[config.mk]
export PLATFORM = sky130hd
export DESIGN_NAME = enemy_pool_ctrl_flat
export DESIGN_NICKNAME = d
export VERILOG_FILES = /design/src/rtl/enemy_pool_if.sv /design/src/rtl/enemy_pool_ctrl.sv /design/src/flat_wrapper.sv
export SDC_FILE = /design/constraint.sdc
export NUM_CORES = 1
export LEC_CHECK = 0
export ABC_AREA = 1
export ABC_CLOCK_PERIOD_IN_PS = 2600
export BUFFER_PORTS_ARGS = -buffer_cell sky130_fd_sc_hd__buf_4
export CORE_MARGIN = 1.5
export CORE_UTILIZATION = 24
export CTS_CLUSTER_SIZE = 10
export DETAILED_ROUTE_END_ITERATION = 10
export PLACE_DENSITY = 0.39
export SYNTH_ARGS = -nofsm -noshare
export SYNTH_HDL_FRONTEND = slang
export SYNTH_SLANG_ARGS = --single-unit
[constraint.sdc]
create_clock -name clk3 -period 2.6 [get_ports clk3]
set_input_delay 0.13 -clock clk3 [delete_from_list [all_inputs] [get_ports clk3]]
set_output_delay 0.13 -clock clk3 [all_outputs]
set_load 0.01 [all_outputs]
[src/rtl/enemy_pool_if.sv]
// Enemy pool bus: game control inputs and per-slot object outputs.
//   start, pause    : game running / freeze request
//   rand_in         : fresh random value each frame
//   slot_valid/kind : per-slot occupancy and kind (0 = ground, 1 = air)
//   slot_x/y/w/h    : packed per-slot geometry, slot i at [i*W +: W]
//   speed           : current movement per frame
//   spawn_pulse     : one-cycle pulse on each spawn
// master drives the controls (game logic / bench); slave is the pool controller.
interface enemy_pool_if #(
   parameter int unsigned SLOTS = 4,
   parameter int unsigned XW    = 10,
   parameter int unsigned YW    = 9,
   parameter int unsigned SW    = 6,
   parameter int unsigned RANDW = 8
) ();
   logic                  start;
   logic                  pause;
   logic [RANDW-1:0]      rand_in;
   logic [SLOTS-1:0]      slot_valid;
   logic [SLOTS-1:0]      slot_kind;
   logic [SLOTS*XW-1:0]   slot_x;
   logic [SLOTS*YW-1:0]   slot_y;
   logic [SLOTS*SW-1:0]   slot_w;
   logic [SLOTS*SW-1:0]   slot_h;
   logic [XW-1:0]         speed;
   logic                  spawn_pulse;

   modport master (
      output start, pause, rand_in,
      input  slot_valid, slot_kind, slot_x, slot_y, slot_w, slot_h, speed, spawn_pulse
   );

   modport slave (
      input  start, pause, rand_in,
      output slot_valid, slot_kind, slot_x, slot_y, slot_w, slot_h, speed, spawn_pulse
   );
endinterface

[src/rtl/enemy_pool_ctrl.sv]
// Enemy pool controller: manages SLOTS ground/air enemies per frame (clk3).
// Randomised minimum spawn gap, speed ramp every STEP_FRAMES running frames,
// slots retire instead of moving past the left edge.
//   clk3  : frame clock
//   reset : asynchronous active-low reset
//   bus   : enemy_pool_if slave (controls in, packed slot state out)
module enemy_pool_ctrl #(
   parameter int unsigned SLOTS         = 4,
   parameter int unsigned XW            = 10,
   parameter int unsigned YW            = 9,
   parameter int unsigned SW            = 6,
   parameter int unsigned RANDW         = 8,
   parameter int unsigned SCREEN_W      = 640,
   parameter int unsigned GROUND_Y      = 400,
   parameter int unsigned AIR_Y         = 340,
   parameter int unsigned GROUND_W      = 20,
   parameter int unsigned GROUND_H      = 40,
   parameter int unsigned AIR_W         = 40,
   parameter int unsigned AIR_H         = 24,
   parameter int unsigned MIN_GAP       = 32,
   parameter int unsigned SPEED_INIT    = 4,
   parameter int unsigned SPEED_MAX     = 12,
   parameter int unsigned STEP_FRAMES   = 256,
   parameter int unsigned AIR_MIN_SPEED = 6
) (
   input logic          clk3,
   input logic          reset,
   enemy_pool_if.slave  bus
);

   localparam int unsigned CW = $clog2(MIN_GAP + 16) + 1;
   localparam int unsigned FW = (STEP_FRAMES > 1) ? $clog2(STEP_FRAMES) : 1;
   localparam int unsigned IW = (SLOTS > 1) ? $clog2(SLOTS) : 1;

   typedef enum logic [1:0] {StIdle, StRun, StHold} state_e;

   state_e            state_q;
   logic [SLOTS-1:0]  valid_q;
   logic [SLOTS-1:0]  kind_q;
   logic [XW-1:0]     x_q [SLOTS];
   logic [YW-1:0]     y_q [SLOTS];
   logic [SW-1:0]     w_q [SLOTS];
   logic [SW-1:0]     h_q [SLOTS];
   logic [XW-1:0]     speed_q;
   logic [CW-1:0]     cool_q;
   logic [FW-1:0]     frame_q;
   logic              pulse_q;

   logic              free_found;
   logic [IW-1:0]     free_idx;
   logic              spawn_go;
   logic              spawn_air;
   logic              run_go;
   logic              unused_rand;

   assign unused_rand = ^bus.rand_in;

   // Lowest free slot, judged on registered valid so a slot retiring this
   // edge is only reusable from the next edge.
   always_comb begin
      free_found = 1'b0;
      free_idx   = '0;
      for (int i = 0; i < int'(SLOTS); i++) begin
         if (!valid_q[i] && !free_found) begin
            free_found = 1'b1;
            free_idx   = IW'(i);
         end
      end
   end

   assign run_go    = (state_q == StRun) && bus.start && !bus.pause;
   assign spawn_go  = run_go && (cool_q == '0) && (bus.rand_in[RANDW-1 -: 2] == 2'b00) &&
                      free_found;
   assign spawn_air = bus.rand_in[4] && (speed_q >= XW'(AIR_MIN_SPEED));

   always_ff @(posedge clk3 or negedge reset) begin
      if (!reset) begin
         state_q <= StIdle;
         valid_q <= '0;
         kind_q  <= '0;
         for (int i = 0; i < int'(SLOTS); i++) begin
            x_q[i] <= '0;
            y_q[i] <= '0;
            w_q[i] <= '0;
            h_q[i] <= '0;
         end
         speed_q <= XW'(SPEED_INIT);
         cool_q  <= '0;
         frame_q <= '0;
         pulse_q <= 1'b0;
      end else if (!bus.start) begin
         // Geometry of retired slots is left as-is; only occupancy clears.
         state_q <= StIdle;
         valid_q <= '0;
         speed_q <= XW'(SPEED_INIT);
         cool_q  <= '0;
         frame_q <= '0;
         pulse_q <= 1'b0;
      end else begin
         case (state_q)
            StIdle, StHold: begin
               pulse_q <= 1'b0;
               if (!bus.pause) state_q <= StRun;
            end
            StRun: begin
               if (bus.pause) begin
                  state_q <= StHold;
                  pulse_q <= 1'b0;
               end else begin
                  for (int i = 0; i < int'(SLOTS); i++) begin
                     if (valid_q[i]) begin
                        if (x_q[i] < speed_q) valid_q[i] <= 1'b0;
                        else                  x_q[i]     <= x_q[i] - speed_q;
                     end
                  end
                  // Spawn target is a free slot, so the move loop never touches it.
                  if (spawn_go) begin
                     valid_q[free_idx] <= 1'b1;
                     kind_q[free_idx]  <= spawn_air;
                     x_q[free_idx]     <= XW'(SCREEN_W);
                     y_q[free_idx]     <= spawn_air ? YW'(AIR_Y) : YW'(GROUND_Y);
                     w_q[free_idx]     <= spawn_air ? SW'(AIR_W) : SW'(GROUND_W);
                     h_q[free_idx]     <= spawn_air ? SW'(AIR_H) : SW'(GROUND_H);
                     cool_q            <= CW'(MIN_GAP) + CW'(bus.rand_in[3:0]);
                  end else if (cool_q != '0) begin
                     cool_q <= cool_q - CW'(1);
                  end
                  if (frame_q == FW'(STEP_FRAMES - 1)) begin
                     frame_q <= '0;
                     if (speed_q < XW'(SPEED_MAX)) speed_q <= speed_q + XW'(1);
                  end else begin
                     frame_q <= frame_q + FW'(1);
                  end
                  pulse_q <= spawn_go;
               end
            end
            default: begin
               state_q <= StIdle;
               pulse_q <= 1'b0;
            end
         endcase
      end
   end

   assign bus.slot_valid  = valid_q;
   assign bus.slot_kind   = kind_q;
   assign bus.speed       = speed_q;
   assign bus.spawn_pulse = pulse_q;

   for (genvar g = 0; g < int'(SLOTS); g++) begin : g_pack
      assign bus.slot_x[g*XW +: XW] = x_q[g];
      assign bus.slot_y[g*YW +: YW] = y_q[g];
      assign bus.slot_w[g*SW +: SW] = w_q[g];
      assign bus.slot_h[g*SW +: SW] = h_q[g];
   end

endmodule

[src/flat_wrapper.sv]
// flat-port wrapper written by rule: the top's interface ports become plain ports
module enemy_pool_ctrl_flat 
#(
   parameter int unsigned SLOTS         = 4,
   parameter int unsigned XW            = 10,
   parameter int unsigned YW            = 9,
   parameter int unsigned SW            = 6,
   parameter int unsigned RANDW         = 8,
   parameter int unsigned SCREEN_W      = 640,
   parameter int unsigned GROUND_Y      = 400,
   parameter int unsigned AIR_Y         = 340,
   parameter int unsigned GROUND_W      = 20,
   parameter int unsigned GROUND_H      = 40,
   parameter int unsigned AIR_W         = 40,
   parameter int unsigned AIR_H         = 24,
   parameter int unsigned MIN_GAP       = 32,
   parameter int unsigned SPEED_INIT    = 4,
   parameter int unsigned SPEED_MAX     = 12,
   parameter int unsigned STEP_FRAMES   = 256,
   parameter int unsigned AIR_MIN_SPEED = 6
)
  (clk3, reset, bus_start, bus_pause, bus_rand_in, bus_slot_valid, bus_slot_kind, bus_slot_x, bus_slot_y, bus_slot_w, bus_slot_h, bus_speed, bus_spawn_pulse);
  enemy_pool_if #(.SLOTS(SLOTS), .XW(XW), .YW(YW), .SW(SW), .RANDW(RANDW)) bus_i ();
  input logic clk3;
  input logic reset;
  input wire logic [$bits(bus_i.start)-1:0] bus_start;
  input wire logic [$bits(bus_i.pause)-1:0] bus_pause;
  input wire logic [$bits(bus_i.rand_in)-1:0] bus_rand_in;
  output wire logic [$bits(bus_i.slot_valid)-1:0] bus_slot_valid;
  output wire logic [$bits(bus_i.slot_kind)-1:0] bus_slot_kind;
  output wire logic [$bits(bus_i.slot_x)-1:0] bus_slot_x;
  output wire logic [$bits(bus_i.slot_y)-1:0] bus_slot_y;
  output wire logic [$bits(bus_i.slot_w)-1:0] bus_slot_w;
  output wire logic [$bits(bus_i.slot_h)-1:0] bus_slot_h;
  output wire logic [$bits(bus_i.speed)-1:0] bus_speed;
  output wire logic [$bits(bus_i.spawn_pulse)-1:0] bus_spawn_pulse;
  assign bus_i.start = bus_start;
  assign bus_i.pause = bus_pause;
  assign bus_i.rand_in = bus_rand_in;
  assign bus_slot_valid = bus_i.slot_valid;
  assign bus_slot_kind = bus_i.slot_kind;
  assign bus_slot_x = bus_i.slot_x;
  assign bus_slot_y = bus_i.slot_y;
  assign bus_slot_w = bus_i.slot_w;
  assign bus_slot_h = bus_i.slot_h;
  assign bus_speed = bus_i.speed;
  assign bus_spawn_pulse = bus_i.spawn_pulse;
  enemy_pool_ctrl #(.SLOTS(SLOTS), .XW(XW), .YW(YW), .SW(SW), .RANDW(RANDW), .SCREEN_W(SCREEN_W), .GROUND_Y(GROUND_Y), .AIR_Y(AIR_Y), .GROUND_W(GROUND_W), .GROUND_H(GROUND_H), .AIR_W(AIR_W), .AIR_H(AIR_H), .MIN_GAP(MIN_GAP), .SPEED_INIT(SPEED_INIT), .SPEED_MAX(SPEED_MAX), .STEP_FRAMES(STEP_FRAMES), .AIR_MIN_SPEED(AIR_MIN_SPEED)) u_core (.clk3(clk3), .reset(reset), .bus(bus_i));
endmodule
==> results.py <==
metrics = {
    "setup_path": {
        "reg2reg_from": "u_core.bus.speed[2]",
        "slowest_delay_ns": 0.58,
        "reg2reg_depth": 11,
        "reg2reg_slack_ns": 0.35,
        "crit_type": "register to register",
        "cp_common_cell": "nand2_1",
        "start_kind": "register",
        "crit_cells": 11,
        "required_ns": 2.85,
        "crit_slowest_cell": "dfstp_2",
        "cp_num_buf_inv": 2,
        "crit_chain": "inv_1 -> ha_1 -> nand2_1 -> o21ai_0 -> nand2_1 -> nand3_1 -> nand2_1 -> nand2_1 -> nand3_1 -> nand2_1 -> inv_1",
        "critPathArrivalTime_ns": 2.50,
        "cp_max_fo": 5,
        "r2r_end": "u_core.bus.slot_x[27]",
        "worst_setup_path_end_kind": "register",
        "cpLargestDelayFamily": "flip-flops",
    },
    "timing": {
        "setup_viol": 0,
        "max_freq_ghz": 0.4435,
        "setup_ws_ns": 0.3451,
        "rsz0062_at_grt": "false",
        "slew_headroom_pct": 54.40,
        "worst_pin_slew_ns": 0.6839,
        "period_minus_slack_ns": 2.255,
        "finalCritPeriodShare_pct": 86.73,
        "setup_tns_ns": 0,
        "hold_viol": 0,
        "fin_worst_skew_ns": 0.01094,
        "slew_viol_final": 0,
    },
    "yosys": {
        "synth_area_um2": 7063,
        "async_flop_share_pct": 100.0,
        "synth_flop_cell": "dfrtp_1",
        "synth_top_area_share_pct": 29.41,
        "yosysTopAreaCell": "dfrtp_1",
        "ys_seq_area_share_pct": 29.78,
        "synth.distinct_cells": 45,
        "synth_common_cells": "334 x nand2_1, 107 x inv_1, 84 x nor2_1",
        "synth_area_leaders": "dfrtp_1 29%, nand2_1 18%, buf_4 8.3%",
        "post-synth-top-count-cell": "nand2_1",
        "synth_enable_flop_cells": 0,
        "postSynthCellCount": 999,
        "synth.avg_cell_area_um2": 7.070,
        "ys_ff_latch": 84,
        "ys_warn_count": 0,
    },
    "drt": {
        "drtAntennaViolNets": 0,
        "drc": 0,
        "wl_per_cell_um": 14.09,
        "vias": 6057,
        "wl_um": 20770,
        "drt_iter0_markers": 254,
        "via_per_inst": 4.109,
        "dr.pass1.iters": 4,
    },
    "clock_tree": {
        "cts_resized": 0,
        "htreeDepth": 3,
        "clockBufferDepth": 2,
        "cts-root-buf": "clkbuf_16",
        "clkTransAtPathRegs_ns": 0.07,
        "cts_sinks": 84,
        "ctsHoldBuffers": 2,
        "post_cts_buffers": 0,
        "clk_latency_ns": 0.36,
        "cts-buffers-inserted": 9,
        "cts_tree": "yes",
    },
    "final_layout": {
        "ff_latch_area_um2": 2103,
        "multiInputGateArea_um2": 3928,
        "nFillCells": 3239,
        "drive_above_1_share_pct": 19.72,
        "syn2layout_area_growth_pct": 16.92,
        "nets": 1145,
        "antenna_cells": 0,
    },
    "die": {
        "dieArea_um2": 30470,
        "num_rows": 62,
        "die_w_um": 174.6,
        "core-area_um2": 28860,
        "dieHeight_um": 174.6,
        "start_util_pct": 24.48,
        "io_pins": 155,
    },
    "hold_path": {
        "min_path_type": "input pin to register",
        "whs_endpoint": "u_core.bus.speed[2]",
        "hold_start": "bus_start",
        "holdPathStages": 2,
    },
    "run_status": {
        "status": "complete, no violations",
    },
    "global_route": {
        "grtUsageTotal_pct": 14.00,
        "grt_max_degree": 45,
        "gr-total-overflow": 0,
        "antenna_found_initial": 0,
        "grt_pass1_vias": 6004,
        "grt_pass1_wl_um": 33200,
    },
    "pwr": {
        "seqPwrFrac_pct": 36.3,
        "combPwrFrac_pct": 34.0,
        "power_density_nw_per_um2": 514.9,
        "leakagePower_nw": 4.278,
        "intPower_mw": 2.694,
        "power_switching_mw": 1.558,
        "power.share.clock_pct": 29.7,
        "ir_worst_vdd_v": 0.0002834,
        "switching_share_pct": 36.65,
    },
    "place": {
        "place_congestion": 0.8153,
        "dp_slack_ns": 0.3438,
        "portBuffers": 117,
        "dp_hpwl_um": 15700,
    },
    "flow_run": {
        "drv_cap": 0,
    },
}
cell type report:
type                            count  area share, %
Clock buffer                       12          2.985
Clock inverter                      4         0.3030
Inverter                          128          6.106
Multi-Input combinational cell    735          47.56
Sequential cell                    84          25.47
Tap cell                          384          5.818
Timing Repair Buffer              127          11.76
through the flow:
| step | util (%) | power [mW] | hold WS, ns | area, µm² | cells |
|---|---|---|---|---|---|
| 2_1_floorplan | - | 2.672 | -0.1656 | 7194 | 1034 |
| 3_3_place_gp | 27.61 | 3.035 | 0.2225 | 7966 | 1456 |
| 3_5_place_dp | 27.61 | 3.032 | 0.2213 | 7966 | 1456 |
| 4_1_cts | 28.62 | 4.350 | 0.08449 | 8258 | 1474 |
| 5_1_grt | 28.62 | 4.566 | 0.1097 | 8258 | 1474 |
| 6_report | 28.62 | 4.252 | 0.1020 | 8258 | 1474 |
placed cells by master, fill, tap and decap left out, types with 2 or more instances in the layout:
master         Yosys  final
clkbuf_16          0      9
dfrtp_1           83     83
inv_4              7      7
dlygate4sd3_1      0      2
clkbuf_1           2      2
clkinv_2           1      3
nand3_1           53     53
nand2_4            9      9
nor2_8             3      3
mux2_4             2      2
nor3b_1            2      2
nand2_1          334    334
o21ai_0           20     20
conb_1             1     36
buf_4             78    124
nand4_1            7      7
fa_1               4      4
ha_1              44     44
nand3b_1           9      9
nand3_4            3      3
nand2_2            3      3
nor2_2             4      4
clkinvlp_4         0      2
nor3_1             4      4
inv_2             11     11
nor2_1            84     84
a21oi_2            8      8
nand3_2            9      9
o21ai_1           23     23
a21oi_1           34     34
or2_2              7      7
nor2_4             3      3
inv_1            107    107
xor2_1             4      4
o21ai_2            2      2
xnor2_1           17     17
worst reg2reg max path, stage by stage (launching register included):
cell     delay (ns)
dfstp_2        0.58
inv_1          0.19
ha_1           0.46
nand2_1        0.09
o21ai_0        0.33
nand2_1        0.13
nand3_1        0.09
nand2_1        0.06
nand2_1        0.06
nand3_1        0.07
nand2_1        0.06
inv_1          0.03
state kept, by name, indices dropped and copies added (netlist names):
register and cells:
u_core.bus.slot_h 2, u_core.bus.speed 10, u_core.bus.slot_w 7, u_core.bus.slot_y 3, u_core.bus.spawn_pulse 1, u_core.bus.slot_valid 4, u_core.frame_q 8, u_core.bus.slot_x 40
u_core.state_q 2, u_core.cool_q 7
power by group through the flow:
stage	sequential (mW)	combinational (mW)	clock, mW
4_1_cts	1.55	1.47	1.33
3_3_place_gp	1.57	1.47	0
5_1_grt	1.56	1.64	1.36
3_5_place_dp	1.57	1.46	0
6_report	1.54	1.45	1.26
2_1_floorplan	1.56	1.11	0
worst max-delay path by stage:
stage	from	to	slack [ns]
2_1_floorplan	u_core.bus.speed[1]	u_core.bus.slot_valid[3]	0.67
6_report	u_core.bus.speed[2]	u_core.bus.slot_x[27]	0.35
5_1_grt	u_core.bus.speed[2]	u_core.bus.slot_x[25]	0.12
3_3_place_gp	u_core.bus.speed[2]	u_core.bus.slot_x[27]	0.30
3_5_place_dp	u_core.bus.speed[2]	u_core.bus.slot_x[27]	0.34
4_1_cts	u_core.bus.speed[2]	u_core.bus.slot_x[27]	0.32
metal layers:
layer / GRT usage, % / up-vias / part of all wire, %
met3: 1.575 / 9 / 2.2
met1: 18.56 / 2772 / 48
li1: - / 3201 / -
met4: 4.274 / 0 / 1.0
met2: 23.82 / 75 / 48
met5: 0 / - / 0
cell families (layout without fill, tap and decap cells):
kind of cell | Yosys count | count (layout) | synth area share (%)
flops | 84 | 84 | 29.78
compound gates | 91 | 91 | 7.139
fa+ha+maj | 48 | 48 | 8.928
buf+inv | 215 | 271 | 16.47
other cells | 1 | 36 | 0.05309
mux | 2 | 2 | 0.4252
simple gates | 537 | 537 | 34.60
xor+xnor | 21 | 21 | 2.604
Power figures use the tool's default switching activity.
